**src/rtl/err_stat_if.sv**
```systemverilog
// err_stat_if -- bundles the sample stream, control pulses and statistics
// outputs of err_stat_acc.
//   master: producer/consumer side (drives samples, clear, snap_req, snap_ack)
//   slave : accumulator side (drives in_ready, snap_valid and the statistics)
// Ports carried:
//   in_valid/in_ready/a/b/prod_apx  sample handshake and payload
//   clear                           zero all statistics
//   snap_req/snap_valid/snap_ack    snapshot handshake
//   sample_cnt/err_cnt/sum_ed/max_ed/sum_err/sat  statistics
interface err_stat_if #(
    parameter int W     = 8,
    parameter int CNT_W = 17,
    parameter int SUM_W = 40
);
    logic               in_valid;
    logic               in_ready;
    logic [W-1:0]       a;
    logic [W-1:0]       b;
    logic [2*W-1:0]     prod_apx;
    logic               clear;
    logic               snap_req;
    logic               snap_valid;
    logic               snap_ack;
    logic [CNT_W-1:0]   sample_cnt;
    logic [CNT_W-1:0]   err_cnt;
    logic [SUM_W-1:0]   sum_ed;
    logic [2*W-1:0]     max_ed;
    logic [SUM_W:0]     sum_err;
    logic               sat;

    modport master (
        output in_valid, a, b, prod_apx, clear, snap_req, snap_ack,
        input  in_ready, snap_valid, sample_cnt, err_cnt, sum_ed, max_ed, sum_err, sat
    );

    modport slave (
        input  in_valid, a, b, prod_apx, clear, snap_req, snap_ack,
        output in_ready, snap_valid, sample_cnt, err_cnt, sum_ed, max_ed, sum_err, sat
    );
endinterface

```
**src/rtl/err_stat_acc.sv**
```systemverilog
// err_stat_acc -- pipelined error-statistics accumulator for an approximate
// 8x8 multiplier. Each accepted sample (a, b, prod_apx) goes through:
//   S1: exact = a*b, prod_apx registered
//   S2: ED = |exact - prod_apx| and ED != 0 registered
//   S3: sample_cnt, err_cnt, sum_ed, max_ed updated (saturating, sticky sat)
// A RUN/DRAIN/HOLD FSM drains the pipeline on snap_req and freezes the
// statistics with snap_valid until snap_ack. clear (or rst) zeroes everything.
// Ports: clk, rst (synchronous, active high), bus (err_stat_if.slave).
// Optional feature macro ERR_SIGNED_SUM_EN: when defined, a signed sum of
// (prod_apx - exact) is accumulated into sum_err with signed saturation;
// otherwise sum_err is tied to zero.
module err_stat_acc #(
    parameter int W     = 8,
    parameter int CNT_W = 17,
    parameter int SUM_W = 40
) (
    input  logic      clk,
    input  logic      rst,
    err_stat_if.slave bus
);
    localparam int PW = 2 * W;

    typedef enum logic [1:0] {
        ST_RUN   = 2'd0,
        ST_DRAIN = 2'd1,
        ST_HOLD  = 2'd2
    } state_t;

    state_t             state_q, state_d;
    logic               in_ready_q, in_ready_d;
    logic               snap_valid_q, snap_valid_d;
    logic               s1_v_q, s1_v_d;
    logic [PW-1:0]      exact_q, exact_d;
    logic [PW-1:0]      apx_q, apx_d;
    logic               s2_v_q, s2_v_d;
    logic [PW-1:0]      ed_q, ed_d;
    logic               nz_q, nz_d;
    logic [CNT_W-1:0]   sample_cnt_q, sample_cnt_d;
    logic [CNT_W-1:0]   err_cnt_q, err_cnt_d;
    logic [SUM_W-1:0]   sum_ed_q, sum_ed_d;
    logic [PW-1:0]      max_ed_q, max_ed_d;
    logic               sat_q, sat_d;
    logic               take_s;
    logic [SUM_W:0]     sum_ed_ext_s;
`ifdef ERR_SIGNED_SUM_EN
    logic [PW:0]        serr_q, serr_d;
    logic [SUM_W:0]     sum_err_q, sum_err_d;
    logic [SUM_W+1:0]   sum_err_ext_s;
`endif

    assign take_s = bus.in_valid && in_ready_q;

    // S1/S2 datapath and valid bits; clear flushes the valid bits only.
    always_comb begin
        exact_d = exact_q;
        apx_d   = apx_q;
        ed_d    = ed_q;
        nz_d    = nz_q;
        s1_v_d  = take_s && !bus.clear;
        s2_v_d  = s1_v_q && !bus.clear;
`ifdef ERR_SIGNED_SUM_EN
        serr_d  = serr_q;
`endif
        if (take_s) begin
            exact_d = {{W{1'b0}}, bus.a} * {{W{1'b0}}, bus.b};
            apx_d   = bus.prod_apx;
        end else begin
            exact_d = exact_q;
            apx_d   = apx_q;
        end
        if (s1_v_q) begin
            if (exact_q >= apx_q) begin
                ed_d = exact_q - apx_q;
            end else begin
                ed_d = apx_q - exact_q;
            end
            nz_d = (exact_q != apx_q);
`ifdef ERR_SIGNED_SUM_EN
            // Two's-complement difference on PW+1 bits covers the full range.
            serr_d = {1'b0, apx_q} - {1'b0, exact_q};
`endif
        end else begin
            nz_d = nz_q;
        end
    end

    // S3 saturating statistics update; clear has priority and zeroes all.
    always_comb begin
        sample_cnt_d = sample_cnt_q;
        err_cnt_d    = err_cnt_q;
        sum_ed_d     = sum_ed_q;
        max_ed_d     = max_ed_q;
        sat_d        = sat_q;
        sum_ed_ext_s = {1'b0, sum_ed_q} + {{(SUM_W + 1 - PW){1'b0}}, ed_q};
`ifdef ERR_SIGNED_SUM_EN
        sum_err_d     = sum_err_q;
        sum_err_ext_s = {sum_err_q[SUM_W], sum_err_q}
                      + {{(SUM_W + 1 - PW){serr_q[PW]}}, serr_q};
`endif
        if (s2_v_q) begin
            if (sample_cnt_q == {CNT_W{1'b1}}) begin
                sat_d = 1'b1;
            end else begin
                sample_cnt_d = sample_cnt_q + {{(CNT_W - 1){1'b0}}, 1'b1};
            end
            if (nz_q && (err_cnt_q == {CNT_W{1'b1}})) begin
                sat_d = 1'b1;
            end else if (nz_q) begin
                err_cnt_d = err_cnt_q + {{(CNT_W - 1){1'b0}}, 1'b1};
            end else begin
                err_cnt_d = err_cnt_q;
            end
            if (sum_ed_ext_s[SUM_W]) begin
                sum_ed_d = {SUM_W{1'b1}};
                sat_d    = 1'b1;
            end else begin
                sum_ed_d = sum_ed_ext_s[SUM_W-1:0];
            end
            if (ed_q > max_ed_q) begin
                max_ed_d = ed_q;
            end else begin
                max_ed_d = max_ed_q;
            end
`ifdef ERR_SIGNED_SUM_EN
            // Top two bits disagreeing means the signed range was exceeded.
            case (sum_err_ext_s[SUM_W+1:SUM_W])
                2'b01: begin
                    sum_err_d = {1'b0, {SUM_W{1'b1}}};
                    sat_d     = 1'b1;
                end
                2'b10: begin
                    sum_err_d = {1'b1, {SUM_W{1'b0}}};
                    sat_d     = 1'b1;
                end
                default: sum_err_d = sum_err_ext_s[SUM_W:0];
            endcase
`endif
        end else begin
            sat_d = sat_q;
        end
        if (bus.clear) begin
            sample_cnt_d = {CNT_W{1'b0}};
            err_cnt_d    = {CNT_W{1'b0}};
            sum_ed_d     = {SUM_W{1'b0}};
            max_ed_d     = {PW{1'b0}};
            sat_d        = 1'b0;
`ifdef ERR_SIGNED_SUM_EN
            sum_err_d    = {(SUM_W + 1){1'b0}};
`endif
        end else begin
            sat_d = sat_d;
        end
    end

    // Snapshot FSM next state and registered handshake outputs.
    always_comb begin
        state_d = state_q;
        case (state_q)
            ST_RUN: begin
                if (bus.snap_req) state_d = ST_DRAIN;
                else              state_d = ST_RUN;
            end
            ST_DRAIN: begin
                // S2 empty means its last sample has already been committed.
                if (!s1_v_q && !s2_v_q) state_d = ST_HOLD;
                else                    state_d = ST_DRAIN;
            end
            ST_HOLD: begin
                if (bus.snap_ack) state_d = ST_RUN;
                else              state_d = ST_HOLD;
            end
            default: state_d = ST_RUN;
        endcase
        if (bus.clear) begin
            state_d = ST_RUN;
        end else begin
            state_d = state_d;
        end
        in_ready_d   = (state_d == ST_RUN) && (sample_cnt_d != {CNT_W{1'b1}});
        snap_valid_d = (state_d == ST_HOLD);
    end

    // State, pipeline and statistics registers with synchronous reset.
    always_ff @(posedge clk) begin
        if (rst) begin
            state_q      <= ST_RUN;
            in_ready_q   <= 1'b1;
            snap_valid_q <= 1'b0;
            s1_v_q       <= 1'b0;
            exact_q      <= {PW{1'b0}};
            apx_q        <= {PW{1'b0}};
            s2_v_q       <= 1'b0;
            ed_q         <= {PW{1'b0}};
            nz_q         <= 1'b0;
            sample_cnt_q <= {CNT_W{1'b0}};
            err_cnt_q    <= {CNT_W{1'b0}};
            sum_ed_q     <= {SUM_W{1'b0}};
            max_ed_q     <= {PW{1'b0}};
            sat_q        <= 1'b0;
`ifdef ERR_SIGNED_SUM_EN
            serr_q       <= {(PW + 1){1'b0}};
            sum_err_q    <= {(SUM_W + 1){1'b0}};
`endif
        end else begin
            state_q      <= state_d;
            in_ready_q   <= in_ready_d;
            snap_valid_q <= snap_valid_d;
            s1_v_q       <= s1_v_d;
            exact_q      <= exact_d;
            apx_q        <= apx_d;
            s2_v_q       <= s2_v_d;
            ed_q         <= ed_d;
            nz_q         <= nz_d;
            sample_cnt_q <= sample_cnt_d;
            err_cnt_q    <= err_cnt_d;
            sum_ed_q     <= sum_ed_d;
            max_ed_q     <= max_ed_d;
            sat_q        <= sat_d;
`ifdef ERR_SIGNED_SUM_EN
            serr_q       <= serr_d;
            sum_err_q    <= sum_err_d;
`endif
        end
    end

    assign bus.in_ready   = in_ready_q;
    assign bus.snap_valid = snap_valid_q;
    assign bus.sample_cnt = sample_cnt_q;
    assign bus.err_cnt    = err_cnt_q;
    assign bus.sum_ed     = sum_ed_q;
    assign bus.max_ed     = max_ed_q;
    assign bus.sat        = sat_q;
`ifdef ERR_SIGNED_SUM_EN
    assign bus.sum_err    = sum_err_q;
`else
    assign bus.sum_err    = {(SUM_W + 1){1'b0}};
`endif
endmodule

```
**src/flat_wrapper.sv**
```systemverilog
// flat-port wrapper written by rule: the top's interface ports become plain ports
module err_stat_acc_flat 
#(
    parameter int W     = 8,
    parameter int CNT_W = 17,
    parameter int SUM_W = 40
)
  (clk, rst, bus_in_valid, bus_a, bus_b, bus_prod_apx, bus_clear, bus_snap_req, bus_snap_ack, bus_in_ready, bus_snap_valid, bus_sample_cnt, bus_err_cnt, bus_sum_ed, bus_max_ed, bus_sum_err, bus_sat);
  err_stat_if #(.W(W), .CNT_W(CNT_W), .SUM_W(SUM_W)) bus_i ();
  input  logic clk;
  input  logic rst;
  input wire logic [$bits(bus_i.in_valid)-1:0] bus_in_valid;
  input wire logic [$bits(bus_i.a)-1:0] bus_a;
  input wire logic [$bits(bus_i.b)-1:0] bus_b;
  input wire logic [$bits(bus_i.prod_apx)-1:0] bus_prod_apx;
  input wire logic [$bits(bus_i.clear)-1:0] bus_clear;
  input wire logic [$bits(bus_i.snap_req)-1:0] bus_snap_req;
  input wire logic [$bits(bus_i.snap_ack)-1:0] bus_snap_ack;
  output wire logic [$bits(bus_i.in_ready)-1:0] bus_in_ready;
  output wire logic [$bits(bus_i.snap_valid)-1:0] bus_snap_valid;
  output wire logic [$bits(bus_i.sample_cnt)-1:0] bus_sample_cnt;
  output wire logic [$bits(bus_i.err_cnt)-1:0] bus_err_cnt;
  output wire logic [$bits(bus_i.sum_ed)-1:0] bus_sum_ed;
  output wire logic [$bits(bus_i.max_ed)-1:0] bus_max_ed;
  output wire logic [$bits(bus_i.sum_err)-1:0] bus_sum_err;
  output wire logic [$bits(bus_i.sat)-1:0] bus_sat;
  assign bus_i.in_valid = bus_in_valid;
  assign bus_i.a = bus_a;
  assign bus_i.b = bus_b;
  assign bus_i.prod_apx = bus_prod_apx;
  assign bus_i.clear = bus_clear;
  assign bus_i.snap_req = bus_snap_req;
  assign bus_i.snap_ack = bus_snap_ack;
  assign bus_in_ready = bus_i.in_ready;
  assign bus_snap_valid = bus_i.snap_valid;
  assign bus_sample_cnt = bus_i.sample_cnt;
  assign bus_err_cnt = bus_i.err_cnt;
  assign bus_sum_ed = bus_i.sum_ed;
  assign bus_max_ed = bus_i.max_ed;
  assign bus_sum_err = bus_i.sum_err;
  assign bus_sat = bus_i.sat;
  err_stat_acc #(.W(W), .CNT_W(CNT_W), .SUM_W(SUM_W)) u_core (.clk(clk), .rst(rst), .bus(bus_i));
endmodule
```
**config.mk**
```make
export PLATFORM = sky130hd
export DESIGN_NAME = err_stat_acc_flat
export DESIGN_NICKNAME = d
export VERILOG_FILES = /design/src/rtl/err_stat_if.sv /design/src/rtl/err_stat_acc.sv /design/src/flat_wrapper.sv
export SDC_FILE = /design/constraint.sdc
export NUM_CORES = 1
export LEC_CHECK = 0
export BUFFER_PORTS_ARGS = -buffer_cell sky130_fd_sc_hd__buf_2
export CORE_ASPECT_RATIO = 1.25
export CORE_MARGIN = 10
export CORE_UTILIZATION = 60
export CTS_BUF_LIST = sky130_fd_sc_hd__clkbuf_8 sky130_fd_sc_hd__clkbuf_16
export CTS_CLUSTER_SIZE = 10
export DETAILED_ROUTE_END_ITERATION = 10
export PLACE_DENSITY = 0.84
export SLEW_MARGIN = 15
export SYNTH_ARGS = -nofsm -noshare
export SYNTH_HDL_FRONTEND = slang
export SYNTH_SLANG_ARGS = --single-unit
```
**constraint.sdc**
```tcl
create_clock -name clk -period 7.5 [get_ports clk]
set_clock_uncertainty 0.2 [all_clocks]
set_input_delay 0.375 -clock clk [delete_from_list [all_inputs] [get_ports clk]]
set_output_delay 0.375 -clock clk [all_outputs]
set_load 0.03 [all_outputs]
```
==> results by group <==
Finish
  • Share of cells above drive strength 1: 14.0%
  • Fillers: 1,534
  • Area taken by multi-input logic gates: 0.00735 mm2
  • Area growth, synth to finish: 11.8%
  • Most frequent cells in the layout: nand2_1 (146), dfxtp_1 (145), buf_2 (130)
  • # nets final: 1,649
  • Layout Utilization: 68.5%
  • Leading cell type in the layout, fill and taps excluded: nand2_1
  • Final std cell area, no fill: 0.0125 mm2
  • Register area: 0.00292 mm2

Logic synthesis
  • Top cells by area, synth: dfxtp_1 (26%), ha_1 (11%), fa_1 (7.0%)
  • Seq/Total Area, Yosys: 26.3%
  • EDFF count, synth: 0
  • #FFs+latches synth: 146
  • Avg Cell Area, Syn: 8.21 um2
  • Syn Inst Count: 1,356
  • Ys flop type: dfxtp_1
  • YS warnings: 0
  • Synth async-reset ratio: 0%
  • Yosys top cell area share: 26.3%
  • Synth cell types: 81
  • Synth area leader: dfxtp_1
  • Synth Cell Area: 0.0111 mm2

Setup path
  • Worst Setup End Kind: flip-flop
  • WP data required: 7620 ps
  • Critical path class: primary input to flip-flop
  • Crit-path max FO: 8
  • CP Launch Type: primary input
  • Crit path DAT: 4610 ps

Timing
  • Slew @ Worst Pin: 1030 ps
  • F_max: 0.223 GHz
  • Relative slew slack: 31.4%
  • Worst setup margin: 3010 ps
  • Setup TNS: 0 ps
  • Minimum clock period: 4490 ps
  • Fin crit share: 59.9%
  • RSZ-0062 raised after global routing: no
  • Max-slew violations: 0
  • Final setup fails: 0
  • Hold Vio Cnt, Final: 0

Die
  • CORE AREA: 0.0182 mm2
  • Rows: 55
  • Ports: 172
  • Initial Util: 61.3%
  • Die X: 142 um
  • Die area: 0.0244 mm2
  • Die extent in y: 172 um

Min path
  • Hold WC Path Type: primary input to flip-flop

Drt
  • Routed via count: 9,804
  • WL per Instance: 16.2 um
  • Routed Antenna Nets: 0
  • WL final: 27,700 um
  • Initial drt markers: 588
  • Drt pass-1 iters: 8
  • Residual DRC: 0
  • Vias/cell: 5.73

GRT
  • GR peak layer: met2
  • GR Layer Usage met2: 41.1%
  • Met3 GRT Util: 3.59%
  • Initial antenna violation count: 2
  • Vias in the first global route: 9,714
  • GR Util All Layers: 22.4%
  • First-pass GRT wire length: 46,200 um
  • Pin count of the biggest net entering global routing: 59
  • Overflow after GRT: 0
  • GR met1 Demand/Resource: 24.9%

CTS
  • Post-CTS Repair Setup Buffers: 0
  • CTS max path bufs: 2
  • CTS clk-pin slew, worst paths: 70 ps
  • Htree depth: 4
  • Root Buffer: clkbuf_16
  • Worst skew pair latency: 430 ps
  • CTS sink count: 146
  • Num CTS Buffers: 17
  • CTS tree: done

Placement
  • GP Congestion: 0.937
  • Placed inst area: 0.0117 mm2
  • Setup WS pre-CTS: 2570 ps
  • Post-DP HPWL: 21,400 um
  • Buffers on Ports: 130

Outcome
  • Status: finished, final reports clean

Pwr
  • Worst vdd ir: 0.180 mV
  • Cell leakage power: 5.60 nW
  • PD cells: 243 mW/mm2

Job
  • Max-Cap Viols: 0
[synth_stat cells (all sizes together), types with 29 or more instances]
cell	number
nand2	147
dfxtp	146
inv	127
a21oi	113
nor2	109
ha	102
buf	60
o21ai	60
and2	48
nand3	42
xor2	40
fa	39
clkbuf	31
xnor2	29
[worst max-delay path, stage by stage]
cell and delay, ps:
buf_2 140, and2_1 180, fa_1 450, fa_1 560
inv_1 60, fa_1 460, fa_1 540, inv_1 40
ha_1 310, o21ai_0 130, a21oi_1 220, o21ai_0 140
a21oi_1 270, a21o_1 170, a21oi_1 70, or4_1 390
o311ai_0 100
[path summary, 6_finish.rpt]
path                startpoint  depth (start not counted)  slack, ps                 end
max                   bus_b[4]                         17       3010  u_core.exact_q[13]
min            bus_prod_apx[4]                          3          6     u_core.apx_q[4]
min reg2reg   u_core.apx_q[15]                          2        260    u_core.apx_q[15]
max reg2reg  u_core.exact_q[0]                         12       3670      u_core.ed_q[9]
[per-stage QoR]
stage	hold slack (ps)	total power, mW	std cells
5_1_grt	17.0	3.23	1712
2_1_floorplan	236	1.91	1396
4_1_cts	5.97	3.03	1711
3_5_place_dp	258	2.12	1671
6_report	5.60	3.03	1712
3_3_place_gp	246	2.09	1671
[state kept, by name (all words and copies together) (netlist names)]
| register | count |
|---|---|
| u_core.s2_v_q | 1 |
| u_core.state_q | 2 |
| u_core.ed_q | 16 |
| u_core.nz_q | 1 |
| u_core.s1_v_q | 1 |
| u_core.bus.sample_cnt | 17 |
| u_core.bus.err_cnt | 17 |
| u_core.bus.sat | 1 |
| u_core.bus.sum_ed | 40 |
| u_core.bus.max_ed | 16 |
| u_core.exact_q | 16 |
| u_core.apx_q | 16 |
| u_core.bus.in_ready | 1 |
| u_core.bus.snap_valid | 1 |
[report_power, final]
part / switching [mW] / internal, mW / total (mW) / leakage (nW)
combinational: 0.758 / 0.512 / 1.27 / 4.11
sequential: 0.0444 / 0.817 / 0.862 / 1.18
clock: 0.366 / 0.533 / 0.899 / 0.300
[per-layer routing]
metal / up-vias / wire length, um
met5: - / 8
met4: 2 / 993
met3: 76 / 1300
met2: 314 / 14400
met1: 4613 / 11000
li1: 4799 / -
[logic make-up (layout without fill, tap and decap cells)]
kind of cell / after synthesis / count (layout) / share of synthesized area (%)
simple gates: 466 / 466 / 20.6
compound gates: 284 / 284 / 17.3
buf+inv: 218 / 305 / 9.09
flops: 146 / 146 / 26.3
fa+ha+maj: 141 / 141 / 18.5
xor+xnor: 69 / 69 / 5.43
mux: 31 / 31 / 2.85
other cells: 1 / 42 / 0.0337
[area by class of cell]
class / instances / share of cell area (%)
multi-input combinational: 1032 / 59.0
timing repair buffer: 146 / 6.35
inverter: 127 / 3.83
sequential: 146 / 23.5
clock inverter: 15 / 1.60
tap: 228 / 2.29
antenna: 1 / 0.0201
clock buffer: 17 / 3.42
[what timing repair did]
action,in CTS,in global routing
hold buffers,8,0
setup endpoints to repair,0,0
endpoints found under the hold margin,8,0
resized for setup,0,0
(Power assumes the default switching activity.)
